===== config.mk =====
export PLATFORM = sky130hd
export DESIGN_NAME = round_judge
export DESIGN_NICKNAME = d
export VERILOG_FILES = /design/src/rtl/round_judge.sv
export SDC_FILE = /design/constraint.sdc
export NUM_CORES = 1
export LEC_CHECK = 0
export ABC_AREA = 1
export CORE_UTILIZATION = 48
export DETAILED_ROUTE_END_ITERATION = 16
export GPL_TIMING_DRIVEN = 0
export PLACE_DENSITY = 0.83
export SLEW_MARGIN = 20
export SYNTH_ARGS = -nofsm -noshare
export SYNTH_HDL_FRONTEND = slang
export SYNTH_SLANG_ARGS = --single-unit

===== constraint.sdc =====
create_clock -name clock -period 2.1 [get_ports clock]
set_input_delay 0.315 -clock clock [delete_from_list [all_inputs] [get_ports clock]]
set_output_delay 0.315 -clock clock [all_outputs]
set_load 0.05 [all_outputs]

===== src/rtl/round_judge.sv =====
// End-of-round resolver for the 21 card game: walks the player score bank through a
// registered-read select port and grades each player against the captured dealer total.
module round_judge #(
  parameter int NUM_PLAYERS = 4,
  parameter int SCORE_W     = 6,
  parameter int TARGET      = 21
) (
  input  logic                     clock,
  input  logic                     reset,
  input  logic                     start,
  input  logic [SCORE_W-1:0]       dealer_score,
  output logic [1:0]               rd_player,
  input  logic [SCORE_W-1:0]       score_in,
  output logic                     busy,
  output logic                     done,
  output logic [2*NUM_PLAYERS-1:0] result,
  output logic [2:0]               win_count,
  output logic                     result_valid
);

  localparam logic [1:0] S_IDLE    = 2'd0;
  localparam logic [1:0] S_ISSUE   = 2'd1;
  localparam logic [1:0] S_CAPTURE = 2'd2;
  localparam logic [1:0] S_DONE    = 2'd3;

  localparam logic [1:0] LOSE = 2'b00;
  localparam logic [1:0] PUSH = 2'b01;
  localparam logic [1:0] WIN  = 2'b10;

  localparam logic [1:0]         LAST     = 2'(NUM_PLAYERS - 1);
  localparam logic [SCORE_W-1:0] TARGET_S = SCORE_W'(TARGET);

  logic [1:0]         state;
  logic [1:0]         idx;
  logic [1:0]         verdict;
  logic [SCORE_W-1:0] dealer;

  // A player bust loses outright, so it is tested before the dealer bust.
  always_comb begin
    // NOTE: default assignment first so no path leaves verdict unassigned (no latch).
    verdict = LOSE;
    if (score_in > TARGET_S)    verdict = LOSE;
    else if (dealer > TARGET_S) verdict = WIN;
    else if (score_in > dealer) verdict = WIN;
    else if (score_in == dealer) verdict = PUSH;
  end

  assign busy = (state != S_IDLE);
  assign done = (state == S_DONE);

  // NOTE: non-blocking assignments keep every register updating from pre-edge values.
  always_ff @(posedge clock) begin
    if (reset) begin
      state        <= S_IDLE;
      idx          <= '0;
      rd_player    <= '0;
      dealer       <= '0;
      result       <= '0;
      win_count    <= '0;
      result_valid <= 1'b0;
    end else begin
      case (state)
        S_IDLE: begin
          if (start) begin
            state        <= S_ISSUE;
            idx          <= '0;
            rd_player    <= '0;
            dealer       <= dealer_score;
            result       <= '0;
            win_count    <= '0;
            result_valid <= 1'b0;
          end
        end
        S_ISSUE: state <= S_CAPTURE;
        S_CAPTURE: begin
          // score_in is the bank's answer to the select issued in the previous cycle.
          result[2*idx +: 2] <= verdict;
          if (verdict == WIN) win_count <= win_count + 3'd1;
          if (idx == LAST) begin
            state        <= S_DONE;
            result_valid <= 1'b1;
          end else begin
            idx       <= idx + 2'd1;
            rd_player <= idx + 2'd1;
            state     <= S_ISSUE;
          end
        end
        S_DONE:  state <= S_IDLE;
        default: state <= S_IDLE;
      endcase
    end
  end

endmodule


==> impl_metrics.ini, run 1 <==
[outcome]
status = completed

[synth]
ys_ff_latch = 22
async_flop_share_pct = 0
avgSynthCellArea_um2 = 7.13
synth_edf_count = 0
yosysWarnings = 0
synth.most_common_cell = nand2_1
synth_cell_types = 23
yosysTopAreaCell = dfxtp_1
synth_ff_type = dfxtp_1
synth_cells = 171
synth_area_leaders = dfxtp_1, ha_1, nand2_1
yosysSeqAreaShare_pct = 36.1
synth_common_cells = nand2_1, nor2_1, dfxtp_1, inv_1, a21oi_1
yosysTopAreaCellShare_pct = 36.1
netlist_area_um2 = 1220
syn-num-nets = 197

[power_and_ir_drop]
p_per_area_nw_per_um2 = 632
peakVddDrop_uv = 693
power_w = 0.00102
p_leak_nw = 0.679

[worst_setup_path]
crit_slowest_cell = clkdlybuf4s50_1
r2r_cells = 13
worstPathMaxFanout = 5
crit_type = reg2out
reg2reg_slack_ps = 370
endpoint_kind = output pin
cpPeakStageDelay_ps = 790
crit_end = done
critPathLaunchType = flip-flop
crit_required_ps = 1780
cp_cell_sequence = nand2_1 -> inv_1 -> clkdlybuf4s50_1
startpoint = state[0]
r2r-end = win_count[1]
rr_startpoint = dealer[5]
worstPathArrival_ps = 1700

[global_routing]
grt_pass1_wl_mm = 4.55
grt_remaining_overflow = 0
grt_max_degree = 14
grt_pass1_vias = 1123
antenna_found_initial = 0
grt_use_total_pct = 22.4

[clock_network]
cts_tree = built
clk_latency_ps = 320
cts_htree_levels = 1
clockBufferDepth = 2
clock-sinks = 22
clockRootBuffer = clkbuf_4
post_cts_buffers = 0
clk_pin_slew_worst_paths_ps = 130
cts_buffers = 3

[routing]
drcViolationCount = 0
drt_pass1_iterations = 4
vias_per_cell = 5.07
drtIter0Drc = 23
antenna_left = 0
wl_per_cell_um = 11.8
wl_mm = 2.75
vias = 1182

[sta]
report.final.slew_viol_count = 0
slew-limit-headroom_pct = 65.6
max_freq_mhz = 495
setup_viol = 0
worst_pin_slew_ps = 515
worst_clock_skew_ps = 13.4
setup_ws_ps = 81.6
rsz0062_at_grt = no
hold_viol_final = 0
min_period_ps = 2020
fin_crit_sh_pct = 96.1

[floorplan]
dieWidth_um = 52.4
io_pins = 31
coreArea_um2 = 2300
placement_rows = 17
start_util_pct = 53.1
dieArea_um2 = 2750
die_h_um = 52.4

[run]
maxCapViolCount = 0

[cells_and_area]
nNetsFinal = 232
syn2layout_area_growth_pct = 32.0
multiInputGateArea_um2 = 657
ff_latch_area_um2 = 440
final_cells = 233
num_antenna_cells = 0
final_layout_size_suffix_gt1_share_pct = 10.2
fillers = 196

[hold_path]
holdCritPathClass = reg2reg
min-delay-start = result[0]

[placement]
portBuffers = 30
dpl.cell_count = 229
dpl_worst_slack_ps = -87.8
gp_congestion = 0.876
place_hpwl_mm = 2.10
worst max-delay path, delay by kind of cell, from the launching register on:
kind | cells | cell delay (ps)
buf+inv | 2 | 840
simple gates | 1 | 80
flops | 1 | 460
through the flow:
step	hold WS (ps)	instance area [µm²]	TNS, ps	utilization (%)
after floorplan	384	1220	0	-
after global placement	454	1560	-8.62	67.7
after detailed placement	460	1560	-241	67.7
after CTS	482	1610	0	70.0
after global routing	495	1610	0	70.1
final	478	1610	0	70.1
layout by cell type (no fill, tap or decap), drive strengths merged, types with 2 or more instances in the layout:
cell type       n
clkbuf          4
o21ai           9
dfxtp          22
clkdlybuf4s50  29
nand3           8
inv            27
buf             2
nor2           30
ha             11
nand2          34
a21oi          21
nand4           2
metal layers:
metal	track usage, %	vias up	wire length, µm
met2	41.8	32	1370
met1	24.2	534	1220
met4	8.77	0	40
met5	0	-	0
met3	4.64	6	115
li1	-	610	-
cell type report:
cell class	count	area share (%)
plain buffers	3	1.17
clock buffers	3	1.40
clock inverters	1	1.86
inverters	27	6.45
multi-input cells	119	40.8
flip-flops and latches	22	27.4
well taps	28	2.18
repair buffers	30	18.8
report_power, final:
| part | total, W | internal (W) | leakage (nW) | switching (W) |
|---|---|---|---|---|
| Clock | 0.000326 | 0.000193 | 0.0279 | 0.000133 |
| Combinational | 0.000239 | 0.0000919 | 0.472 | 0.000147 |
| Sequential | 0.000453 | 0.000437 | 0.180 | 0.0000161 |
| Total | 0.00102 | 0.000722 | 0.679 | 0.000296 |
timing repair:
item,CTS,global route
setup endpoints to repair,0,1
hold buffers,0,0
gates resized for setup,0,1
worst min-delay path by stage:
stage	endpoint	depth (start not counted)	slack (ps)
after floorplan	result[4]	1	380
after detailed placement	result[4]	2	460
after CTS	result[4]	2	480
final	result[0]	2	480
after global placement	result[5]	2	450
after global routing	result[4]	2	500
flip-flops by register name (all words and copies together) (netlist names):
register      count
result            8
idx               2
dealer            6
state             2
result_valid      1
win_count         3
logic make-up after synthesis:
logic type | Yosys count | synth area share [%]
AND/OR/NAND/NOR | 76 | 27.7
AO/OA/AOI/OAI | 31 | 14.2
buffers and inverters | 30 | 10.1
flip-flops | 22 | 36.1
adder cells (fa/ha/maj) | 11 | 11.3
XOR/XNOR | 1 | 0.718
Power figures use the tool's default switching activity.
==> run 2: changes to the inputs <==
==> constraint.sdc (replaced) <==
create_clock -name clock -period 2.1 [get_ports clock]
set_input_delay 0.315 -clock clock [delete_from_list [all_inputs] [get_ports clock]]
set_output_delay 0.315 -clock clock [all_outputs]
set_load 0.1 [all_outputs]
==> impl_metrics.ini, run 2 (same netlist as run 1, synthesis figures left out) <==
[routing]
wl_mm = 2.67
wl_per_cell_um = 11.4
drcViolationCount = 0
antenna_left = 0
drt_pass1_iterations = 4
vias = 1147
vias_per_cell = 4.92
drtIter0Drc = 23

[clock_network]
clk_pin_slew_worst_paths_ps = 120
cts_htree_levels = 1
clockBufferDepth = 2
cts_hold_buf = 0
clock-sinks = 22
cts_tree = built
post_cts_buffers = 0
clk_latency_ps = 310
cts_buffers = 3
clockRootBuffer = clkbuf_4
post_cts_resized = 16

[worst_setup_path]
rr_startpoint = dealer[5]
r2r_cells = 13
crit_type = reg2out
crit_family = buffers and inverters
crit_required_ps = 1780
critPathLaunchType = flip-flop
cpPeakStageDelay_ps = 870
worstPathMaxFanout = 5
path_buf_inv = 1
crit_slowest_cell = dlygate4sd2_1
reg2reg_slack_ps = 370
cp_cell_sequence = dlygate4sd2_1
worstPathArrival_ps = 1590
r2r-end = win_count[1]
endpoint_kind = output pin

[sta]
setup_viol = 0
fin_crit_sh_pct = 90.9
report.final.slew_viol_count = 0
worst_clock_skew_ps = 2.96
max_freq_mhz = 524
slew-limit-headroom_pct = 35.9
worst_pin_slew_ps = 966
min_period_ps = 1910
rsz0062_at_grt = no
hold_viol_final = 0

[floorplan]
io_pins = 31
coreArea_um2 = 2300
die_h_um = 52.4
dieArea_um2 = 2750
placement_rows = 17
start_util_pct = 53.1
dieWidth_um = 52.4

[run]
maxCapViolCount = 0

[global_routing]
grt_max_degree = 14
grt_use_total_pct = 22.2
grt_remaining_overflow = 0
grt_pass1_wl_mm = 4.40
antenna_found_initial = 0
grt_pass1_vias = 1120

[cells_and_area]
top_register = result
reg_top3 = result (8), dealer (6), win_count (3)
final_layout_size_suffix_gt1_share_pct = 11.7
largest_reg_flops = 8
post-route-util_pct = 68.8
nNetsFinal = 232
syn2layout_area_growth_pct = 29.6
fillers = 211
mostFrequentLayoutCells = nand2_1, nor2_1, inv_1, dfxtp_1, a21oi_1
final_common_cell = nand2_1
final_cells = 233
num_antenna_cells = 0

[power_and_ir_drop]
p_seq_share_pct = 43.5
swShare_pct = 31.2
p_clk_share_pct = 31.3
p_int_w = 0.000715
p_sw_w = 0.000325
p_per_area_nw_per_um2 = 657
p_leak_nw = 0.733
peakVddDrop_uv = 491
power_frac_comb_pct = 25.2

[placement]
gp_congestion = 0.899
place_hpwl_mm = 2.06
dpl.cell_count = 229
portBuffers = 30

[hold_path]
min_to = result[5]
min-delay-start = result[5]
min_path_cells = 2
holdCritPathClass = reg2reg

[outcome]
status = completed
run 2: cell types whose count changed in the layout (fill, tap and decap cells not counted), sizes merged:
cell           before  now
dlymetal6s2s        1    0
clkbuf              4    6
clkdlybuf4s50      29   14
dlygate4sd2         0   14
run 2: power by group through the flow:
stage               registers [W]  logic [W]  clock network (W)
floorplan                0.000503   0.000146                  0
global placement         0.000461   0.000259                  0
detailed placement       0.000462   0.000266                  0
CTS                      0.000453   0.000262           0.000330
global route             0.000455   0.000292           0.000349
finish                   0.000452   0.000262           0.000326
run 2: how the worst max path moves through the flow:
stage / start / end / slack [ps] / cells after the start
3_3_place_gp: score_in[5] / win_count[1] / -8 / 13
6_report: idx[1] / rd_player[1] / 190 / 1
5_1_grt: score_in[5] / win_count[2] / 120 / 12
3_5_place_dp: score_in[5] / win_count[1] / -50 / 13
4_1_cts: state[0] / busy / 20 / 3
2_1_floorplan: idx[1] / result[5] / 80 / 8
run 2: cell type report:
class | instances | area, µm² | share of cell area [%]
Buffer | 3 | 18.8 | 1.19
Clock buffer | 3 | 22.5 | 1.42
Clock inverter | 1 | 30.0 | 1.90
Inverter | 27 | 104 | 6.57
Multi-Input combinational cell | 119 | 657 | 41.5
Sequential cell | 22 | 442 | 27.9
Tap cell | 28 | 35.0 | 2.22
Timing Repair Buffer | 30 | 273 | 17.2
run 2: stage by stage:
step / total power (W) / setup TNS, ps / hold WS (ps) / area, µm² / setup slack (ps)
after floorplan: 0.000650 / 0 / 384 / 1220 / 82.2
after global placement: 0.000721 / -7.98 / 454 / 1560 / -7.98
after detailed placement: 0.000728 / -137 / 460 / 1560 / -53.2
after CTS: 0.00104 / 0 / 480 / 1590 / 18.8
after global routing: 0.00110 / 0 / 490 / 1580 / 115
final: 0.00104 / 0 / 473 / 1580 / 190
run 2: metal layers:
| metal | GRT usage (%) | vias up | share of wire [%] |
|---|---|---|---|
| met5 | 0 | - | 0 |
| met4 | 14.9 | 0 | 3.7 |
| met3 | 3.77 | 10 | 3.9 |
| met2 | 39.5 | 35 | 46 |
| met1 | 23.5 | 491 | 47 |
| li1 | - | 611 | - |
==> run 3: changes to the inputs <==
--- a/config.mk
+++ b/config.mk
@@ -6,6 +6,7 @@
 export NUM_CORES = 1
 export LEC_CHECK = 0
 export ABC_AREA = 1
+export CORE_ASPECT_RATIO = 1.2
 export CORE_UTILIZATION = 48
 export DETAILED_ROUTE_END_ITERATION = 16
 export GPL_TIMING_DRIVEN = 0
==> impl_metrics.ini, run 3 (same netlist as run 1, synthesis figures left out) <==
[hold_path]
min_to = result[4]
min_path_cells = 2
holdCritPathClass = reg2reg
min-delay-start = result[4]

[worst_setup_path]
worstPathArrival_ps = 1610
crit_type = reg2out
cp_cell_sequence = dlygate4sd2_1
reg2reg_slack_ps = 380
critPathLaunchType = flip-flop
endpoint_kind = output pin
rr_startpoint = dealer[5]
crit_slowest_cell = dlygate4sd2_1
crit_required_ps = 1780
crit_family = buffers and inverters
r2r_cells = 13
worstPathMaxFanout = 5
cpPeakStageDelay_ps = 880
path_buf_inv = 1
r2r-end = win_count[1]

[cells_and_area]
final_area_um2 = 1570
nNetsFinal = 232
final_layout_size_suffix_gt1_share_pct = 11.7
final_common_cell = nand2_1
fillers = 211
top_register = result
largest_reg_flops = 8
syn2layout_area_growth_pct = 28.6
reg_top3 = result (8), dealer (6), win_count (3)
final_cells = 236
num_antenna_cells = 0
mostFrequentLayoutCells = nand2_1, nor2_1, inv_1, dfxtp_1, a21oi_1

[sta]
worst_pin_slew_ps = 974
worst_clock_skew_ps = 4.38
setup_tns_ps = 0
max_freq_mhz = 519
min_period_ps = 1930
rsz0062_at_grt = no
setup_viol = 0
hold_viol_final = 0
fin_crit_sh_pct = 91.7
report.final.slew_viol_count = 0
slew-limit-headroom_pct = 35.3

[placement]
place_area_um2 = 1560
place_hpwl_mm = 2.24
gp_congestion = 0.913
portBuffers = 30
dpl.cell_count = 232

[outcome]
status = completed

[global_routing]
grt_max_degree = 13
grt_use_total_pct = 23.5
grt_pass1_wl_mm = 4.58
grt_remaining_overflow = 0
antenna_found_initial = 0
grt_pass1_vias = 1132

[routing]
wl_mm = 2.82
wl_per_cell_um = 11.9
drcViolationCount = 0
antenna_left = 0
vias_per_cell = 5.13
vias = 1211
drtIter0Drc = 32
drt_pass1_iterations = 5

[power_and_ir_drop]
p_leak_nw = 0.726
peakVddDrop_uv = 513
p_per_area_nw_per_um2 = 606
power_w = 0.000951

[floorplan]
io_pins = 31
placement_rows = 19
dieWidth_um = 48.0
dieArea_um2 = 2750
die_h_um = 57.2
start_util_pct = 51.8
coreArea_um2 = 2350

[clock_network]
clock-sinks = 22
cts_buffers = 3
cts_tree = built
clk_latency_ps = 310
clk_pin_slew_worst_paths_ps = 120
cts_htree_levels = 1
cts_hold_buf = 0
clockRootBuffer = clkbuf_4
clockBufferDepth = 2

[run]
maxCapViolCount = 0
## run 3: layout make-up
cell class                 instances  area [µm²]  share of cell area [%]
buffer                             3        18.8                    1.20
clock buffer                       4        36.3                    2.31
inverter                          27         104                    6.62
multi-input combinational        119         657                    41.9
sequential                        22         442                    28.2
tap                               31        38.8                    2.47
timing repair buffer              30         273                    17.4
## run 3: tightest hold or removal path: cells and delay by family, from the launching register on
kind	cells	cell delay [ps]
AO/OA/AOI/OAI	1	50
flip-flops	1	330
AND/OR/NAND/NOR	1	60
## run 3: worst max-delay path by stage
stage	start	endpoint	slack [ps]	cells past startpoint
final	idx[1]	rd_player[1]	170	1
after global routing	score_in[5]	result[3]	110	11
after CTS	state[0]	busy	20	3
after detailed placement	score_in[5]	win_count[1]	-60	13
after global placement	score_in[5]	win_count[1]	4	13
after floorplan	idx[1]	result[5]	80	8
## run 3: metrics by stage
stage	hold slack [ps]	util, %	setup slack (ps)
2_1_floorplan	384	-	82.2
3_3_place_gp	455	66.3	4.19
3_5_place_dp	459	66.3	-55.8
4_1_cts	476	67.0	17.4
5_1_grt	495	66.7	108
6_report	472	66.7	173
## run 3: where the power goes
| part | switching [W] | leakage [nW] | internal, W |
|---|---|---|---|
| registers | 0.0000160 | 0.180 | 0.000437 |
| clock network | 0.000127 | 0.0210 | 0.000106 |
| logic | 0.000179 | 0.525 | 0.0000854 |
## run 3: per-layer routing
metal / routed length [µm] / track usage [%] / vias to the layer above
met5: 0 / 0 / -
met4: 58 / 11.1 / 0
met3: 163 / 5.38 / 9
met2: 1500 / 43.1 / 41
met1: 1100 / 23.2 / 550
li1: - / - / 611
## run 3: timing repair
action	4_1_cts	5_1_grt
endpoints found under the setup margin	16	2
setup buffers	0	0
resized for setup	16	4
